### src/rtl/ahb_master_if.sv
// ahb_master_if: single-master AHB-Lite burst engine (request/grant, pipelined INCR words, wait/ERROR/RETRY/SPLIT)
// Ports:
//   HCLK, HRESETn                      bus clock, async active-low reset
//   cmd_valid/ready/addr/write/beats/lock  local burst command (accepted only in IDLE)
//   wdata, wdata_ack                   write word for the next beat, pulsed when captured
//   rdata, rdata_valid                 read word, pulsed per OKAY read beat
//   done, err                          burst completed OKAY / aborted by ERROR
//   HBUSREQ, HLOCK, HGRANT             arbiter handshake
//   HREADY, HRESP, HRDATA              slave response
//   HADDR, HTRANS, HWRITE, HWDATA, HSIZE, HBURST  registered bus outputs
module ahb_master_if #(
   parameter int ADDR_W = 32,
   parameter int DATA_W = 32
) (
   input  logic              HCLK,
   input  logic              HRESETn,
   input  logic              cmd_valid,
   output logic              cmd_ready,
   input  logic [ADDR_W-1:0] cmd_addr,
   input  logic              cmd_write,
   input  logic [4:0]        cmd_beats,
   input  logic              cmd_lock,
   input  logic [DATA_W-1:0] wdata,
   output logic              wdata_ack,
   output logic [DATA_W-1:0] rdata,
   output logic              rdata_valid,
   output logic              done,
   output logic              err,
   output logic              HBUSREQ,
   output logic              HLOCK,
   input  logic              HGRANT,
   input  logic              HREADY,
   input  logic [1:0]        HRESP,
   input  logic [DATA_W-1:0] HRDATA,
   output logic [ADDR_W-1:0] HADDR,
   output logic [1:0]        HTRANS,
   output logic              HWRITE,
   output logic [DATA_W-1:0] HWDATA,
   output logic [2:0]        HSIZE,
   output logic [2:0]        HBURST
);
   typedef enum logic [2:0] {IDLE, REQ, XFER, DRAIN, RESP2} state_t;
   localparam logic [1:0] T_IDLE = 2'b00, T_NSEQ = 2'b10, T_SEQ = 2'b11;
   localparam logic [1:0] R_OKAY = 2'b00, R_ERROR = 2'b01;
   localparam logic [ADDR_W-1:0] INC = ADDR_W'(DATA_W / 8);
   state_t state;
   logic [ADDR_W-1:0] addr, dp_addr;
   logic [4:0] addr_left, data_left, beats;
   logic dp_valid, lock, reuse;
   assign beats = (cmd_beats == 5'd0) ? 5'd1 : cmd_beats;
   assign cmd_ready = (state == IDLE);
   assign HSIZE = 3'($clog2(DATA_W / 8));
   assign HBURST = 3'b001;
   always_ff @(posedge HCLK or negedge HRESETn) begin
      if (!HRESETn) begin
         state       <= IDLE;
         addr        <= '0;
         dp_addr     <= '0;
         addr_left   <= '0;
         data_left   <= '0;
         dp_valid    <= 1'b0;
         lock        <= 1'b0;
         reuse       <= 1'b0;
         HADDR       <= '0;
         HTRANS      <= T_IDLE;
         HWRITE      <= 1'b0;
         HWDATA      <= '0;
         HBUSREQ     <= 1'b0;
         HLOCK       <= 1'b0;
         rdata       <= '0;
         wdata_ack   <= 1'b0;
         rdata_valid <= 1'b0;
         done        <= 1'b0;
         err         <= 1'b0;
      end else begin
         wdata_ack   <= 1'b0;
         rdata_valid <= 1'b0;
         done        <= 1'b0;
         err         <= 1'b0;
         case (state)
            IDLE: if (cmd_valid) begin
               addr      <= cmd_addr;
               HWRITE    <= cmd_write;
               lock      <= cmd_lock;
               addr_left <= beats;
               data_left <= beats;
               HBUSREQ   <= 1'b1;
               HLOCK     <= cmd_lock;
               reuse     <= 1'b0;
               state     <= REQ;
            end
            // second response cycle: ERROR aborts, RETRY/SPLIT rewinds to the failed beat
            RESP2: if (HREADY) begin
               dp_valid <= 1'b0;
               if (HRESP == R_ERROR) begin
                  err     <= 1'b1;
                  HBUSREQ <= 1'b0;
                  HLOCK   <= 1'b0;
                  state   <= IDLE;
               end else begin
                  addr      <= dp_addr;
                  addr_left <= data_left;
                  HBUSREQ   <= 1'b1;
                  HLOCK     <= lock;
                  reuse     <= HWRITE;
                  state     <= REQ;
               end
            end
            default: if (dp_valid && !HREADY && HRESP != R_OKAY) begin
               // first response cycle: cancel the pipelined address at once
               HTRANS <= T_IDLE;
               state  <= RESP2;
            end else if (HREADY) begin
               dp_valid <= 1'b0;
               if (dp_valid) data_left <= data_left - 5'd1;
               if (dp_valid && !HWRITE) begin
                  rdata       <= HRDATA;
                  rdata_valid <= 1'b1;
               end
               if (state == REQ && HGRANT) begin
                  state  <= XFER;
                  HTRANS <= T_NSEQ;
                  HADDR  <= addr;
               end
               if (state == XFER) begin
                  dp_valid  <= 1'b1;
                  dp_addr   <= HADDR;
                  addr_left <= addr_left - 5'd1;
                  addr      <= HADDR + INC;
                  reuse     <= 1'b0;
                  // a retried write beat keeps the word already on HWDATA
                  if (HWRITE && !reuse) begin
                     HWDATA    <= wdata;
                     wdata_ack <= 1'b1;
                  end
                  if (addr_left == 5'd1) begin
                     state   <= DRAIN;
                     HTRANS  <= T_IDLE;
                     HBUSREQ <= 1'b0;
                     HLOCK   <= 1'b0;
                  end else if (!HGRANT) begin
                     state  <= REQ;
                     HTRANS <= T_IDLE;
                  end else begin
                     HTRANS <= T_SEQ;
                     HADDR  <= HADDR + INC;
                  end
               end
               if (dp_valid && data_left == 5'd1) begin
                  done    <= 1'b1;
                  state   <= IDLE;
                  HTRANS  <= T_IDLE;
                  HBUSREQ <= 1'b0;
                  HLOCK   <= 1'b0;
               end
            end
         endcase
      end
   end
endmodule
### config.mk
export PLATFORM = sky130hd
export DESIGN_NAME = ahb_master_if
export DESIGN_NICKNAME = d
export VERILOG_FILES = /design/src/rtl/ahb_master_if.sv
export SDC_FILE = /design/constraint.sdc
export NUM_CORES = 1
export LEC_CHECK = 0
export BUFFER_PORTS_ARGS = -buffer_cell sky130_fd_sc_hd__clkbuf_2
export CORE_MARGIN = 5
export CORE_UTILIZATION = 54
export DETAILED_ROUTE_END_ITERATION = 7
export PLACE_DENSITY = 0.8
export SYNTH_ARGS = -nofsm -noshare
export SYNTH_HDL_FRONTEND = slang
export SYNTH_SLANG_ARGS = --single-unit
### constraint.sdc
create_clock -name HCLK -period 5.65 [get_ports HCLK]
set_clock_uncertainty 0.15 [all_clocks]
set_input_delay 0.2825 -clock HCLK [delete_from_list [all_inputs] [get_ports HCLK]]
set_output_delay 0.2825 -clock HCLK [all_outputs]
set_load 0.01 [all_outputs]
== Yosys cells after proc, flatten, opt, wreduce, memory -nomap -nowiden ==
Index checks and enable logic that the tools add are counted.
Cells by class
  add/subtract/negate cells: 3
  multiplexer cells: 82
  reductions and logical operators: 32
  bitwise operators: 4
  eq/ne operators: 12
Operator list (number)
  $mux W32: 10
  $pmux W32 S2: 1
  $mux W5: 10
  $mux W1: 38
  $add A32 B3 Y32 const B: 1
  $mux W3: 9
  $pmux W5 S2: 2
  $mux W2: 7
  $reduce_and A3 Y1: 4
  $reduce_and A6 Y1: 2
  $reduce_bool A4 Y1: 3
  $eq A5 B1 Y1 const B: 2
  $reduce_and A5 Y1: 2
  $sub A5 B1 Y5 const B: 2
  $ne A2 B2 Y1 const B: 4
  $pmux W1 S2: 4
  $reduce_and A4 Y1: 2
  $reduce_bool A2 Y1: 4
  $logic_and A1 B1 Y1: 6
  $pmux W3 S2: 1
  $reduce_bool A3 Y1: 2
  $logic_not A5 Y1: 1
  $not A1 Y1: 4
  $eq A3 B1 Y1 const B: 1
  other kinds (9): 11
Word-level totals
  register bits after elaboration: 185
  bits of input ports: 110
  output and inout bits: 112
  logic and storage cells: 152

== Depth between registers and ports, before layout ==
Gate-level depths: netlist of the first run.
  word-level depth: 10
  gate-level depth with buffers: 9
  gate-level depth less buffers: 7

== Least setup slack after synthesis of the first run ==
No wires, ideal clock.
  path kind: register to register
  start: reg HADDR[2]
  end: reg addr[20]
  cell stages (with the launch flop): 7
  buffers on the path: 1
  data required time: 5.418 ns
  setup slack: 3.219 ns
  period minus slack after synthesis: 2.431 ns
  arrival time: 2.199 ns
  setup time: 0.082 ns
  path through: dfrtp_1 -> ha_1 -> nand3_2 -> or4_1 -> clkbuf_1 -> or4_1 -> a31oi_1
Between the ends
  cells in the longest elaborated chain, start to end: 5
Ends and longest elaborated chain
  from (decl): line 35  | output logic [ADDR_W-1:0] HADDR,
  from (signal assigned): line 123  | HADDR <= addr;
  from (signal assigned): line 146  | HADDR <= HADDR + INC;
  $add A32 B3 Y32: line 129  | addr <= HADDR + INC;
  $mux W32: line 125  | if (state == XFER) begin
  $mux W32: line 113  | end else if (HREADY) begin
  $mux W32: line 109  | default: if (dp_valid && !HREADY && HRESP != R_OKAY) begin
  $pmux W32 S2: line 80  | case (state)
  to (signal assigned): line 82  | addr <= cmd_addr;
  to (signal assigned): line 101  | addr <= dp_addr;
  to (signal assigned): line 129
  to (decl): line 47  | logic [ADDR_W-1:0] addr, dp_addr;
No other way between the ends. The select of a mux whose other input is x is not followed.
A chain may end at the register's enable or synchronous reset.

== Final worst setup path of the first run ==
  start: reg state[1]
  end: reg HWDATA[26]
Between the ends
  cells in the longest elaborated chain, start to end: 4
  elaborated cells on any way between the ends: 6
  classes of those cells: eq/ne (2); bitwise (1); reduce/logical (3)
Ends and longest elaborated chain
  from (decl): line 46  | state_t state;
  from (signal assigned): line 56  | state <= IDLE;
  from (signal assigned): line 90  | state <= REQ;
  from (signal assigned): line 99  | state <= IDLE;
  $eq A3 B3 Y1 or $logic_not A3 Y1 (tied branches): line 80
  $reduce_or A2 Y1 (no source line)
  $not A1 Y1 (no source line)
  $reduce_and A5 Y1 (no source line) (*)
  to (signal assigned): line 133  | HWDATA <= wdata;
  to (decl): line 38  | output logic [DATA_W-1:0] HWDATA,
Mark *: on every way between the ends. The rest lies on a longest branch, timed or not.

==> results of run 1 <==
==> registers in the layout (all words and copies together) (netlist names) <==
register,cells
HTRANS,2
addr_left,5
addr,32
rdata,32
state,3
HADDR,32
done,1
lock,1
err,1
HLOCK,1
data_left,5
HBUSREQ,1
rdata_valid,1
HWRITE,1
wdata_ack,1
HWDATA,32
dp_addr,32
dp_valid,1
reuse,1
==> timing repair <==
item | CTS | global route
endpoints found under the hold margin | 124 | 0
gates resized for setup | 0 | 0
hold buffers | 67 | 0
==> power by group through the flow <==
| stage | Clock (mW) | Combinational (mW) | Sequential (mW) |
|---|---|---|---|
| 2_1_floorplan | 0 | 1.71 | 2.51 |
| 3_3_place_gp | 0 | 2.55 | 2.53 |
| 3_5_place_dp | 0 | 2.65 | 2.56 |
| 4_1_cts | 1.22 | 2.70 | 2.55 |
| 5_1_grt | 1.28 | 2.99 | 2.66 |
| 6_report | 1.21 | 2.73 | 2.58 |
==> layout make-up <==
class	count	area share, %
tap	220	2.39
sequential	185	40.3
timing repair buffer	299	16.4
multi-input combinational	633	35.3
inverter	16	0.522
clock buffer	18	3.82
clock inverter	14	1.35
==> routing by layer <==
metal	vias to the layer above	wire, um
met4	0	964
met2	410	14200
li1	3748	-
met3	83	2140
met1	4065	10800
met5	-	0
==> cell families after synthesis <==
| kind of cell | share of synthesized area (%) |
|---|---|
| simple gates | 16.0 |
| fa+ha+maj | 0.690 |
| buf+inv | 4.54 |
| compound gates | 15.5 |
| mux | 10.6 |
| other cells | 0.0828 |
| xor+xnor | 1.55 |
| flops | 51.0 |
==> final timing paths <==
| path | end | start | cells after the start |
|---|---|---|---|
| worst min-delay path | addr[23] | cmd_addr[23] | 3 |
| worst min register to register | dp_addr[8] | dp_addr[8] | 2 |
| worst max register to register | HWDATA[26] | state[1] | 5 |
| min in group asynchronous | data_left[2] | HRESETn | 2 |
| max in group asynchronous | rdata[31] | HRESETn | 3 |
| worst max-delay path | HWDATA[26] | state[1] | 5 |
==> layout by cell type, fill, tap and decap left out, types with 6 or more instances in the layout <==
cell,n
inv_1,16
o21ai_0,50
conb_1,6
o22ai_1,15
clkbuf_2,214
nor2_1,54
a22o_1,6
a221oi_1,11
and4_1,8
nand3_1,29
dfrtp_1,185
o22a_1,7
a2bb2oi_1,6
nor3_1,21
nand2_1,132
clkbuf_16,17
dlygate4sd3_1,67
buf_4,17
xnor2_1,9
a31oi_1,17
nand4_1,8
xor2_1,7
mux2_2,71
a21oi_1,66
mux2i_1,16
==> per-stage QoR <==
stage               util (%)  setup WS [ps]  hold WS [ps]  area [um^2]  total power [mW]
floorplan                  -           3220          -163         9080              4.23
global route            69.6           2010          31.2        11500              6.93
detailed placement      61.9           2250           132        10200              5.22
finish                  69.6           2150          19.1        11500              6.52
global placement        61.9           2360           133        10200              5.08
CTS                     69.6           2230          10.1        11500              6.47
==> tightest hold or removal path: stages <==
cell and delay (ps):
clkbuf_2 80, a221oi_1 70, a21oi_1 140
==> impl_metrics.json, run 1 <==
{
  "end_kind": "register",
  "worstHoldPathType": "in -> reg",
  "crit_type": "reg -> reg",
  "path_clk_slew_ps": 80,
  "drc": 0,
  "die_h_um": 140,
  "grt.met1_usage_pct": 35.9,
  "drt_wl_total_um": 28100,
  "internal_power_mw": 3.77,
  "clock_latency_ps": 440,
  "use_met3_pct": 6.42,
  "rsz0062_at_grt": "no",
  "clock-sinks": 185,
  "ant_nets": 0,
  "pwr-share-comb_pct": 41.9,
  "synth_edf_count": 0,
  "cts_tree": "yes",
  "busiest_layer": "met2",
  "drive_above_1_share_pct": 30.3,
  "yosysTopAreaCell": "dfrtp_1",
  "synth_area_um2": 9070,
  "die_area_um2": 19500,
  "fp-row-count": 47,
  "crit_path_cell_trace": "or2_2 > nand2_4 > nor3b_4 > buf_4 > mux2_2",
  "maxCapViolations": 0,
  "layout.nets": 1267,
  "die_w_um": 140,
  "crit_path_max_incr_delay_ps": 820,
  "fmax_mhz": 286,
  "htreeDepth": 4,
  "path_buf_inv": 1,
  "p_leak_nw": 5.29,
  "synth.avg_cell_area_um2": 10.0,
  "viasPerCell": 6.00,
  "ys_ff_latch": 185,
  "start_util_pct": 54.9,
  "use_met2_pct": 48.1,
  "place.gp.congestion": 0.887,
  "grt_pass1_vias": 8401,
  "ys_warn_count": 0,
  "fillCellCount": 1252,
  "ys_seq_area_share_pct": 51.0,
  "hold_viol": 0,
  "synth.most_common_cell": "dfrtp_1",
  "crit_arrival_ps": 3670,
  "first_pass_iters": 6,
  "status": "completed",
  "vias": 8306,
  "cpLargestDelayFamily": "simple AND/OR/NAND/NOR gates",
  "seq_power_share_pct": 39.5,
  "io_buffers": 215,
  "syn_inst": 906,
  "core_um2": 16500,
  "synth_top_cells_by_count": "dfrtp_1 (185), nand2_1 (132), mux2_2 (71)",
  "fin_cells": 1385,
  "ys.flop_type": "dfrtp_1",
  "seqCellArea_um2": 4630,
  "peakVddDrop_mv": 0.308,
  "yosysTopAreaCellShare_pct": 51.0,
  "grt_max_degree": 68,
  "cp_slowest_cell": "or2_2",
  "timing.final.crit_period_ps": 3500,
  "ys_top_cells_by_area": "dfrtp_1 (51%), mux2_2 (8.8%), nand2_1 (5.5%)",
  "multiInputGateArea_um2": 4060,
  "area_growth_pct": 26.8,
  "async_flop_share_pct": 100,
  "postCtsSetupRepairBufs": 0,
  "worst_pin_slew_ps": 1270,
  "critPathMaxFanout": 46,
  "slew_headroom_pct": 15.4,
  "p_sw_share_pct": 42.1,
  "fin_crit_sh_pct": 61.9,
  "placed_cells": 1286,
  "setup_tns_ps": 0,
  "cts_buffers": 17,
  "crit_required_ps": 5830,
  "track_usage_pct": 28.6,
  "antenna_found_initial": 0,
  "synth_cell_types": 72,
  "io_pins": 222,
  "drt-initial-drc-count": 710,
  "final-setup-viol-count": 0,
  "grt-ovfl-total": 0,
  "antenna_cells": 0,
  "power.density_nw_per_um2": 567,
  "cts_buffer_depth": 2,
  "startpoint_type": "register",
  "power_frac_clock_pct": 18.6,
  "post_drt_wl_per_cell_um": 20.3,
  "dp_hpwl_um": 17500,
  "cts-root-buf": "clkbuf_16",
  "p_switching_mw": 2.74,
  "final_max_slew_viol_count": 0,
  "grt_pass1_wl_um": 45000,
  "reg2reg_slack_ps": 2150
}
No activity file was read; power rests on OpenSTA's default activity.
==> inputs of run 2 (changes only) <==
--- a/config.mk
+++ b/config.mk
@@ -5,11 +5,12 @@
 export SDC_FILE = /design/constraint.sdc
 export NUM_CORES = 1
 export LEC_CHECK = 0
+export ABC_AREA = 1
 export BUFFER_PORTS_ARGS = -buffer_cell sky130_fd_sc_hd__clkbuf_2
 export CORE_MARGIN = 5
 export CORE_UTILIZATION = 54
 export DETAILED_ROUTE_END_ITERATION = 7
-export PLACE_DENSITY = 0.8
+export PLACE_DENSITY = 0.79
 export SYNTH_ARGS = -nofsm -noshare
 export SYNTH_HDL_FRONTEND = slang
 export SYNTH_SLANG_ARGS = --single-unit
==> constraint.sdc (replaced) <==
create_clock -name HCLK -period 3.24 [get_ports HCLK]
set_clock_uncertainty 0.15 [all_clocks]
set_input_delay 0.162 -clock HCLK [delete_from_list [all_inputs] [get_ports HCLK]]
set_output_delay 0.162 -clock HCLK [all_outputs]
set_load 0.01 [all_outputs]
==> run 2 against run 1 <==
Net effect:
- via count rose by 16%
- sequential share of layout area fell by 2.0 points
- clock power rose by 65%
- global-route usage rose by 0.78 points
- flip-flop and latch count did not move
- power rose by 68%
- combinational power rose by 71%
- first-iteration DRC count rose by 7.2%
- non-clock buffer count rose by 40
- synthesized cell count rose by 39%
- clock-buffer cell count fell by 1
- area after synthesis rose by 2.0%
- critical endpoint is now rdata[17]
==> impl_metrics.json, run 2 <==
{
  "peakVddDrop_mv": 0.523,
  "async_flop_share_pct": 100,
  "synth.most_common_cell": "nand2_1",
  "fin_crit_sh_pct": 78.0,
  "cts_tree": "yes",
  "cts_buffer_depth": 2,
  "layout.nets": 1678,
  "clock-sinks": 185,
  "cts_buffers": 17,
  "status": "completed",
  "drc": 0,
  "min-delay-start": "cmd_addr[17]",
  "hold_depth": 5,
  "io_pins": 222,
  "track_usage_pct": 29.4,
  "fillCellCount": 1267,
  "maxCapViolations": 0,
  "r2r_start": "state[1]",
  "synth_edf_count": 0,
  "placed_area_um2": 10500,
  "fp-row-count": 47,
  "syn_inst": 1257,
  "layout_commonest_cell": "nand2_1",
  "pwr-share-comb_pct": 42.7,
  "internal_power_mw": 6.08,
  "multiInputGateArea_um2": 4080,
  "grt_max_degree": 72,
  "die_w_um": 141,
  "htreeDepth": 4,
  "power_frac_clock_pct": 18.4,
  "synth_top_cells_by_count": "nand2_1 (561), dfrtp_1 (185), nor2_1 (139)",
  "cts-root-buf": "clkbuf_16",
  "worst_pin_slew_ps": 693,
  "crit_required_ps": 3460,
  "final_cell_area_um2": 12100,
  "grt_pass1_wl_um": 47100,
  "slew_headroom_pct": 53.7,
  "timing.final.crit_period_ps": 2530,
  "area_growth_pct": 30.9,
  "io_buffers": 215,
  "setup_tns_ps": 0,
  "final_max_slew_viol_count": 0,
  "p_sw_share_pct": 44.3,
  "startpoint_type": "register",
  "fmax_mhz": 396,
  "drt-initial-drc-count": 761,
  "rsz0062_at_grt": "no",
  "r2r_end": "rdata[17]",
  "ant_nets": 0,
  "synth_area_um2": 9250,
  "r2r.worst_path.cells": 8,
  "vias": 9611,
  "ys_top_cells_by_area": "dfrtp_1 (50%), nand2_1 (23%), nor2_1 (5.6%)",
  "drt_wl_total_um": 29200,
  "path_clk_slew_ps": 70,
  "layout_common_cells": "nand2_1 (561), clkbuf_2 (214), dfrtp_1 (185)",
  "final_util_pct": 72.5,
  "holdWs_ps": 27.7,
  "min_to": "addr[17]",
  "p_leak_nw": 6.37,
  "yosysTopAreaCellShare_pct": 50.1,
  "p_switching_mw": 4.84,
  "viasPerCell": 5.35,
  "die_h_um": 141,
  "dp_hpwl_um": 18800,
  "ys_seq_area_share_pct": 50.1,
  "synth_cell_types": 39,
  "fin_ws_ps": 714,
  "clock_latency_ps": 430,
  "dpl_worst_slack_ps": 783,
  "post_drt_wl_per_cell_um": 16.3,
  "crit_type": "reg -> reg",
  "drive_above_1_share_pct": 18.1,
  "seq_power_share_pct": 39.0,
  "yosysTopAreaCell": "dfrtp_1",
  "critPathMaxFanout": 34,
  "placed_cells": 1659,
  "power_mw": 10.9,
  "grt-ovfl-total": 0,
  "seqCellArea_um2": 4630,
  "ys_warn_count": 0,
  "ys.flop_type": "dfrtp_1",
  "reg2reg_slack_ps": 710,
  "ys_ff_latch": 185,
  "grt_pass1_vias": 9315,
  "crit_arrival_ps": 2740,
  "antenna_found_initial": 0,
  "die_area_um2": 19800,
  "hold_viol": 0,
  "start_util_pct": 55.4,
  "place.gp.congestion": 0.924,
  "core_um2": 16700,
  "final-setup-viol-count": 0,
  "cts.repair.resized": 0,
  "first_pass_iters": 8,
  "fin_cells": 1797,
  "worstHoldPathType": "in -> reg",
  "synth.avg_cell_area_um2": 7.36,
  "power.density_nw_per_um2": 902,
  "end_kind": "register"
}
[run 2: cell types whose count changed after synthesis, moves of 10 or more]
cell | previous run | this run
nor3_1 | 21 | 2
o21ai_0 | 50 | 86
nand2_1 | 132 | 561
mux2_2 | 71 | 2
clkbuf_1 | 46 | 18
nor2_1 | 55 | 139
buf_2 | 16 | 26
nand3_1 | 29 | 46
o22ai_1 | 15 | 3
inv_1 | 16 | 68
a221oi_1 | 11 | 0
mux2i_1 | 16 | 0
a21oi_1 | 66 | 39
[run 2: cell families after synthesis]
group | after synthesis | share of synthesized area [%]
buffers and inverters | 130 | 6.03
xor gates and xnor gates | 11 | 1.04
AOI/OAI and AO/OA | 159 | 9.40
other | 2 | 0.0812
and+or+nand+nor | 763 | 32.5
muxes | 2 | 0.243
DFF | 185 | 50.1
adders and majority gates | 5 | 0.676
[run 2: power by group through the flow]
stage	clock, mW	combinational [mW]	sequential, mW
2_1_floorplan	0	2.69	4.33
3_3_place_gp	0	4.33	4.21
3_5_place_dp	0	4.47	4.24
4_1_cts	2.02	4.61	4.21
5_1_grt	2.11	5.26	4.38
6_report	2.00	4.66	4.26
[run 2: layout make-up]
cell class	instances	share of cell area, %
Clock buffer	17	3.51
Antenna cell	1	0.0207
Sequential cell	185	38.2
Timing Repair Buffer	339	18.9
Clock inverter	15	1.10
Multi-Input combinational cell	946	33.7
Tap cell	220	2.27
Inverter	74	2.29
[run 2: how the worst max path moves through the flow]
stage	from	to	slack, ps	cells past startpoint
after global placement	state[1]	rdata[18]	880	8
after global routing	state[1]	rdata[17]	520	8
after CTS	state[1]	err	710	6
after floorplan	HADDR[2]	HADDR[28]	1400	10
after detailed placement	state[1]	rdata[19]	780	8
final	state[1]	rdata[17]	710	8
[run 2: worst max-delay path: stages (launching register included)]
cell and delay [ps]:
dfrtp_1 450, nor2_4 370, nor2_1 100, inv_1 370, nor3_4 40, buf_4 260
inv_2 420, nand2_1 180, nand2_1 110
[run 2: metal layers]
layer  share of wire, %  track usage [%]
met1                 39             38.5
met2                 49             49.2
met3                8.3             5.32
met4                3.0             10.6
met5                  0                0
[run 2: repair_timing]
| item | in CTS | in global routing |
|---|---|---|
| hold endpoints to repair | 170 | 0 |
| setup buffers | 0 | 0 |
| hold buffers | 105 | 0 |
==> inputs of run 3 (changes only) <==
--- a/config.mk
+++ b/config.mk
@@ -8,9 +8,9 @@
 export ABC_AREA = 1
 export BUFFER_PORTS_ARGS = -buffer_cell sky130_fd_sc_hd__clkbuf_2
 export CORE_MARGIN = 5
-export CORE_UTILIZATION = 54
+export CORE_UTILIZATION = 49
 export DETAILED_ROUTE_END_ITERATION = 7
-export PLACE_DENSITY = 0.79
+export PLACE_DENSITY = 0.76
 export SYNTH_ARGS = -nofsm -noshare
 export SYNTH_HDL_FRONTEND = slang
 export SYNTH_SLANG_ARGS = --single-unit
==> constraint.sdc (replaced) <==
create_clock -name HCLK -period 2.3 [get_ports HCLK]
set_clock_uncertainty 0.15 [all_clocks]
set_input_delay 0.115 -clock HCLK [delete_from_list [all_inputs] [get_ports HCLK]]
set_output_delay 0.115 -clock HCLK [all_outputs]
set_load 0.01 [all_outputs]
==> run 3 against run 2 <==
Net effect:
- cell count grew 1.4%
- sequential power grew 40%
- design area up 1.8%
- worst hold slack worse by 8.5 ps
- core utilization decreased by 6.4 points
- die area up 9.5%
- clock-buffer cell count did not move
- critical endpoint is now addr[16]
==> impl_metrics.json, run 3 (synthesis gave the netlist of run 2 again) <==
{
  "status": "completed",
  "placed_area_um2": 10600,
  "htreeDepth": 4,
  "grt_pass1_vias": 9491,
  "io_buffers": 215,
  "fin_ws_ps": 123,
  "place.gp.congestion": 0.946,
  "startpoint_type": "register",
  "r2r_start": "state[1]",
  "maxCapViolations": 0,
  "min-delay-start": "cmd_addr[16]",
  "crit_required_ps": 2490,
  "crit_arrival_ps": 2370,
  "rsz0062_at_grt": "yes",
  "worstHoldPathType": "in -> reg",
  "holdWs_ps": 19.2,
  "ant_nets": 0,
  "core_um2": 18600,
  "power.density_nw_per_um2": 1280,
  "die_w_um": 147,
  "antenna_found_initial": 0,
  "start_util_pct": 49.6,
  "clock_latency_ps": 440,
  "drc": 0,
  "clock-sinks": 185,
  "drive_above_1_share_pct": 18.7,
  "fp-row-count": 50,
  "path_clk_slew_ps": 80,
  "met2_length_um": 14100,
  "post_drt_wl_per_cell_um": 16.1,
  "layout_common_cells": "nand2_1 (561), clkbuf_2 (214), dfrtp_1 (185)",
  "dpl_worst_slack_ps": 134,
  "antenna_cells": 0,
  "crit_path_start": "state[1]",
  "io_pins": 222,
  "critPathMaxFanout": 40,
  "wl_met1_um": 12300,
  "slew_headroom_pct": 64.5,
  "final_cell_area_um2": 12300,
  "timing.final.crit_period_ps": 2180,
  "dp_hpwl_um": 19100,
  "met3_length_um": 1900,
  "first_pass_iters": 5,
  "crit_type": "reg -> reg",
  "drt-initial-drc-count": 708,
  "cts_buffers": 17,
  "vias": 9476,
  "grt-ovfl-total": 0,
  "cts_buffer_depth": 2,
  "die_h_um": 147,
  "cts-root-buf": "clkbuf_16",
  "viasPerCell": 5.20,
  "cts_tree": "yes",
  "worst_pin_slew_ps": 532,
  "setup_tns_ps": 0,
  "area_growth_pct": 33.3,
  "grt_pass1_wl_um": 47700,
  "grt_max_degree": 59,
  "final_util_pct": 66.2,
  "final-setup-viol-count": 0,
  "fin_crit_sh_pct": 94.6,
  "layout_commonest_cell": "nand2_1",
  "layout.nets": 1690,
  "track_usage_pct": 27.0,
  "maxUsedRoutingLayer": "met4",
  "fmax_mhz": 459,
  "peakVddDrop_mv": 0.673,
  "hold_viol": 0,
  "p_leak_nw": 6.47,
  "die_area_um2": 21700,
  "end_kind": "register",
  "drt_wl_total_um": 29300,
  "final_max_slew_viol_count": 0
}
-- run 3: cell type report --
class	count	area, um^2
Timing Repair Buffer	351	2420
Clock buffer	17	425
Tap cell	234	293
Clock inverter	15	198
Inverter	74	280
Fill cell	1524	6310
Sequential cell	185	4630
Multi-Input combinational cell	946	4090
-- run 3: worst max-delay path, stage by stage (launching register included) --
cell,delay (ps)
dfrtp_1,460
nor2_4,170
nand2_2,120
nand2_1,130
nand2_1,100
nand2_1,130
buf_4,470
nor2_1,110
a22oi_1,220
-- run 3: path summary, 6_finish.rpt --
path	to	slack, ps	cells past startpoint
max	addr[16]	120	8
min	addr[16]	20	5
max reg2reg	addr[16]	120	8
min reg2reg	rdata[25]	320	2
max in group asynchronous	HADDR[18]	1170	3
min in group asynchronous	dp_addr[1]	40	2
-- run 3: power breakdown --
group / switching [mW] / internal (mW) / leakage, nW
Sequential: 1.17 / 4.77 / 2.30
Clock: 1.50 / 1.59 / 0.305
Combinational: 4.26 / 2.45 / 3.86
Total: 6.93 / 8.80 / 6.47
-- run 3: layer usage --
layer | global-route usage, % | vias to the layer above
li1 | - | 4574
met1 | 34.8 | 4442
met2 | 45.0 | 383
met3 | 5.30 | 77
met4 | 11.4 | 0
met5 | 0 | -
-- run 3: timing repair --
item                                   4_1_cts  5_1_grt
hold buffers                               109        0
setup endpoints to repair                    0       17
buffers inserted                             0        0
endpoints found under the hold margin      264        0
resized for setup                            0        7
-- run 3: stage by stage --
step | power [mW] | instances
3_3_place_gp | 12.1 | 1681
6_report | 15.7 | 1822
2_1_floorplan | 9.88 | 1261
5_1_grt | 16.9 | 1822
4_1_cts | 15.6 | 1822
3_5_place_dp | 12.4 | 1681
